`src/rtl/reel_gfx_pkg.sv`:
```
// rtl/reel_gfx_pkg.sv - shared sprite geometry, blitter state and address types
package reel_gfx_pkg;

    localparam int SPRITE_ROWS          = 64;
    localparam int SPRITE_WORDS_PER_ROW = 4;
    localparam int SPRITE_WORDS         = SPRITE_ROWS * SPRITE_WORDS_PER_ROW;

    typedef enum logic [1:0] {
        IDLE  = 2'd0,
        FETCH = 2'd1,
        DRAIN = 2'd2
    } blit_state_t;

    typedef logic [13:0] fb_addr_t;

endpackage

```
`src/rtl/latency_pipe.sv`:
```
// rtl/latency_pipe.sv - fixed-depth shift pipe carrying a valid bit and a payload
//
// Ports:
//   clk, rst_n  clock, async active-low clear (valid bits only)
//   in_valid    valid pushed into stage 0
//   in_data     payload pushed into stage 0
//   out_valid   valid at the last stage (DEPTH cycles after push)
//   out_data    payload at the last stage
//   valid_vec   all stage valids, bit DEPTH-1 is the output stage
module latency_pipe #(
    parameter int DEPTH = 2,
    parameter int WIDTH = 14
) (
    input  logic             clk,
    input  logic             rst_n,
    input  logic             in_valid,
    input  logic [WIDTH-1:0] in_data,
    output logic             out_valid,
    output logic [WIDTH-1:0] out_data,
    output logic [DEPTH-1:0] valid_vec
);

    logic [DEPTH-1:0] vld;
    logic [WIDTH-1:0] dat [DEPTH];

    always_ff @(posedge clk or negedge rst_n) begin
        if (!rst_n) begin
            vld <= '0;
        end else begin
            vld[0] <= in_valid;
            for (int i = 1; i < DEPTH; i++) begin
                vld[i] <= vld[i-1];
            end
        end
    end

    // Payload is never reset: it is only observed when its valid bit is set.
    always_ff @(posedge clk) begin
        dat[0] <= in_data;
        for (int i = 1; i < DEPTH; i++) begin
            dat[i] <= dat[i-1];
        end
    end

    assign out_valid = vld[DEPTH-1];
    assign out_data  = dat[DEPTH-1];
    assign valid_vec = vld;

endmodule

```
`src/rtl/reel_blitter.sv`:
```
// rtl/reel_blitter.sv - copies a 64x64 1bpp reel sprite from ROM into the framebuffer
//
// Optional build macro: REEL_BLITTER_INVERT_EN adds the invert input.
//
// Ports:
//   clk, rst_n   clock, async active-low reset
//   start        one-cycle blit request, sampled only when idle
//   dst_base     framebuffer word address of the sprite's top-left word
//   scroll       source row rotation 0..63
//   invert       (macro only) latched at start, inverts all written data
//   busy         high while a blit is in progress
//   done         pulses with the final framebuffer write
//   rom_addr     sprite ROM address {src_row, col}
//   rom_data     ROM data, valid ROM_LATENCY cycles after rom_addr
//   fb_wr_en     framebuffer write enable
//   fb_addr      framebuffer word address
//   fb_din       framebuffer write data
module reel_blitter
    import reel_gfx_pkg::*;
#(
    parameter int ROM_LATENCY  = 2,
    parameter int FB_ADDR_W    = 14,
    parameter int FB_ROW_WORDS = 40
) (
    input  logic                 clk,
    input  logic                 rst_n,
    input  logic                 start,
    input  logic [FB_ADDR_W-1:0] dst_base,
    input  logic [5:0]           scroll,
`ifdef REEL_BLITTER_INVERT_EN
    input  logic                 invert,
`endif
    output logic                 busy,
    output logic                 done,
    output logic [7:0]           rom_addr,
    input  logic [15:0]          rom_data,
    output logic                 fb_wr_en,
    output logic [FB_ADDR_W-1:0] fb_addr,
    output logic [15:0]          fb_din
);

    localparam logic [ROM_LATENCY-1:0] LAST_STAGE = ROM_LATENCY'(1) << (ROM_LATENCY - 1);

    blit_state_t          state, state_nxt;
    logic [5:0]           row, scroll_q;
    logic [1:0]           col;
    logic [FB_ADDR_W-1:0] base_q, row_base;
    logic                 inv_q;
    logic                 last_issue;
    logic                 pipe_out_valid;
    logic [FB_ADDR_W-1:0] pipe_out_addr;
    logic [ROM_LATENCY-1:0] pipe_vld;
    logic                 pipe_last_word;
    logic [5:0]           src_row;

    assign last_issue     = (row == 6'd63) && (col == 2'd3);
    // Only the output stage is occupied: this is the final write of the blit.
    assign pipe_last_word = pipe_out_valid && ((pipe_vld & ~LAST_STAGE) == '0);
    assign src_row        = row + scroll_q;

    always_ff @(posedge clk or negedge rst_n) begin
        if (!rst_n) begin
            state <= IDLE;
        end else begin
            state <= state_nxt;
        end
    end

    always_comb begin
        state_nxt = state;
        case (state)
            IDLE:    if (start)          state_nxt = FETCH;
            FETCH:   if (last_issue)     state_nxt = DRAIN;
            DRAIN:   if (pipe_last_word) state_nxt = IDLE;
            default:                     state_nxt = IDLE;
        endcase
    end

    // Counters freeze on the last issue so rom_addr holds during DRAIN.
    always_ff @(posedge clk or negedge rst_n) begin
        if (!rst_n) begin
            row      <= '0;
            col      <= '0;
            row_base <= '0;
            base_q   <= '0;
            scroll_q <= '0;
            inv_q    <= 1'b0;
        end else if (state == IDLE && start) begin
            row      <= '0;
            col      <= '0;
            row_base <= '0;
            base_q   <= dst_base;
            scroll_q <= scroll;
`ifdef REEL_BLITTER_INVERT_EN
            inv_q    <= invert;
`else
            inv_q    <= 1'b0;
`endif
        end else if (state == FETCH && !last_issue) begin
            col <= col + 2'd1;
            if (col == 2'd3) begin
                row      <= row + 6'd1;
                row_base <= row_base + FB_ADDR_W'(FB_ROW_WORDS);
            end
        end
    end

    latency_pipe #(
        .DEPTH (ROM_LATENCY),
        .WIDTH (FB_ADDR_W)
    ) u_pipe (
        .clk       (clk),
        .rst_n     (rst_n),
        .in_valid  (state == FETCH),
        .in_data   (base_q + row_base + FB_ADDR_W'(col)),
        .out_valid (pipe_out_valid),
        .out_data  (pipe_out_addr),
        .valid_vec (pipe_vld)
    );

    always_comb begin
        busy     = (state != IDLE);
        done     = (state == DRAIN) && pipe_last_word;
        rom_addr = {src_row, col};
        fb_wr_en = pipe_out_valid;
        fb_addr  = pipe_out_valid ? pipe_out_addr : '0;
        fb_din   = pipe_out_valid ? (rom_data ^ {16{inv_q}}) : 16'h0000;
    end

endmodule

```
`config.mk`:
```
export PLATFORM = sky130hd
export DESIGN_NAME = reel_blitter
export DESIGN_NICKNAME = d
export VERILOG_FILES = /design/src/rtl/reel_gfx_pkg.sv /design/src/rtl/latency_pipe.sv /design/src/rtl/reel_blitter.sv
export SDC_FILE = /design/constraint.sdc
export NUM_CORES = 1
export LEC_CHECK = 0
export CAP_MARGIN = 10
export CORE_AREA = 2 2 134 97
export DETAILED_ROUTE_END_ITERATION = 7
export DIE_AREA = 0 0 136 99
export PLACE_DENSITY = 0.53
export SLEW_MARGIN = 20
export SYNTH_ARGS = -nofsm -noshare
export SYNTH_HDL_FRONTEND = slang
export SYNTH_HIERARCHICAL = 1
export SYNTH_SLANG_ARGS = --single-unit
```
`constraint.sdc`:
```
create_clock -name clk -period 2.8 [get_ports clk]
set_input_delay 0.42 -clock clk [delete_from_list [all_inputs] [get_ports clk]]
set_output_delay 0.42 -clock clk [all_outputs]
set_load 0.05 [all_outputs]
```
==> summary.md <==
| Metric | Value |
|---|---|
| Core region area | 0.01217 mm² |
| Final Setup Violations | 0 |
| Wire per inst | 12.83 µm |
| Dpl cells | 593 |
| CTS HTree Levels | 3 |
| Internal reg-to-reg setup slack | 0.38 ns |
| Pleak | 2.227 nW |
| CP top delay family | buffers and inverters |
| Worst path required time | 2.38 ns |
| Most frequent cells in the layout | 73 x nand2_1, 72 x clkdlybuf4s50_1, 43 x dfrtp_1, 32 x and2_1, 31 x ha_1 |
| Clock power share | 22.1% |
| Worst VDD drop | 0.5191 mV |
| First-pass GRT wire length | 13030 µm |
| Gpl congestion | 0.8094 |
| Endpoint class of the critical path | output pin |
| Hpwl dp | 5840 µm |
| Multi-input combinational cell area | 0.001732 mm² |
| Final wirelength | 7811 µm |
| Period minus WS final | 2.552 ns |
| CP max FO | 21 |
| Reg2reg start | col[1] |
| Maximum capacitance violations | 0 |
| CP Launch Type | flop |
| Gate power share | 47.6% |
| Gr usage total | 12.46% |
| DR pass1 iterations | 4 |
| Top Ports | 80 |
| Post-CTS Resized | 0 |
| Share of layout cells above drive strength 1 | 8.054% |
| DRC | 0 |
| Status | finished, final reports clean |
| Vias in the first global route | 2668 |
| R2r endpoint | u_pipe/dat[0][13] |
| Flop pwr share | 30.3% |
| Setup Fix Bufs, Post-CTS | 0 |
| Post-Synthesis Cells | 371 |
| CP Cell Sequence | buf_4 -> and2_1 -> clkdlybuf4s50_1 |
| Slowest stage delay, CP | 0.80 ns |
| Via Count | 2646 |
| Setup Crit Path Kind | flop to output pin |
| Final Hold Viols | 0 |
| Die Y | 99 µm |
| Clk slew on worst S/H paths | 0.06 ns |
| Slowest cell on the critical path | clkdlybuf4s50_1 |
| CTS tree | yes |
| Drt via density | 4.345 |
| Num rows | 34 |
| Initial antenna violation count | 0 |
| Largest net degree at the start of global routing | 23 |
| Worst-Margin Slew | 0.7842 ns |
| Slew HR | 47.59% |
| Synth warnings | 6 |
| Mean Syn Cell Area | 9.645 µm² |
| Area of the mapped netlist | 0.003578 mm² |
| Worst Reg-to-Reg Cells | 9 |
| Sw power | 2.226 mW |
| Grt ovf | 0 |
| Power, Total | 5.455 mW |
| Iter 0 DRT Violations | 104 |
| WP buf/inv | 2 |
| # diodes | 0 |
| Hold WC Path Type | primary input to asynchronous set/reset pin |
| CTS sink count | 71 |
| Cell Count, Final, Fillers Out | 609 |
| RSZ-0062 raised after global routing | no |
| Max-slew violation count | 0 |
| Setup Skew | 0.008081 ns |
| Initial Util | 29.41% |
| Fmax achieved | 0.3919 GHz |
| TritonCTS Buffers | 9 |
| Sequential cell area | 0.001637 mm² |
| Root Driver | clkbuf_16 |
| P_int | 3.229 mW |
| Area Growth Syn to Fin | 33.78% |
| Final period util | 91.14% |
| Die X | 136 µm |
| Fillers | 1242 |
| Most common cell after layout, fill and taps aside | nand2_1 |
| Pwr/cell area | 1139 mW/mm² |
| Setup TNS | 0 ns |
| Layout Nets | 514 |
| DIE AREA | 0.01346 mm² |
| Switching portion of total power | 40.81% |
| Clk_lat worst skew | 0.34 ns |
| Critical Path AT | 2.13 ns |
| Syn nets | 443 |
| Antenna Nets Post-Route | 0 |
| Port-buffer cells | 79 |
| Hold buffer count at cts | 0 |
| Clk buf depth | 2 |
[cell type report]
type | count | share of cell area [%]
clock buffer | 10 | 4.783
clock inverter | 6 | 1.777
inverter | 15 | 1.176
multi-input combinational | 260 | 36.17
sequential | 71 | 34.19
tap | 162 | 4.234
timing repair buffer | 85 | 17.67
[power by group through the flow]
stage,combinational (mW),sequential [mW],clock [mW]
floorplan,1.93,1.66,0
global placement,2.60,1.66,0
detailed placement,2.61,1.68,0
CTS,2.64,1.66,1.24
global route,2.83,1.71,1.28
finish,2.60,1.65,1.20
[worst max path at each step]
stage / from / slack (ns) / depth (start not counted) / to
2_1_floorplan: u_pipe/valid_vec[1] / 0.10 / 1 / done
3_3_place_gp: row[0] / 0.41 / 5 / rom_addr[3]
3_5_place_dp: row[0] / 0.39 / 5 / rom_addr[3]
4_1_cts: row[0] / 0.03 / 5 / rom_addr[3]
5_1_grt: row[0] / 0.09 / 8 / rom_addr[6]
6_report: u_pipe/valid_vec[1] / 0.25 / 3 / fb_addr[13]
[layer usage]
layer	vias to the layer above	wire [µm]	GRT usage (%)
met1	1214	3965	16.76
li1	1371	-	-
met5	-	0	0
met4	0	123	4.808
met2	49	3355	18.63
met3	12	367	4.012
[state kept, by name (all words and copies together) (netlist names)]
signal / flops
row: 6
row_base: 11
u_pipe/dat: 28
col: 2
base_q: 14
scroll_q: 6
u_pipe/valid_vec: 2
state: 2
[metrics by stage]
step | instance area (µm²) | worst slack [ns] | utilization [%] | hold slack [ns]
floorplan | 3578 | 0.1008 | - | 0.1244
global route | 4787 | 0.08714 | 39.35 | 0.1001
detailed placement | 4471 | 0.3916 | 36.74 | 0.3121
global placement | 4471 | 0.4076 | 36.74 | 0.3119
finish | 4787 | 0.2481 | 39.35 | 0.06497
CTS | 4785 | 0.02600 | 39.33 | 0.07862
[worst reg2reg max path, stage by stage, from the launching register on]
cell and delay (ns):
dfrtp_1 0.42, ha_1 0.31, ha_1 0.16, inv_1 0.06, fa_1 0.40, and3b_1 0.27
o2111ai_1 0.19, nor2_1 0.21, a32o_1 0.20, xnor2_1 0.12
Power figures use the tool's default switching activity.
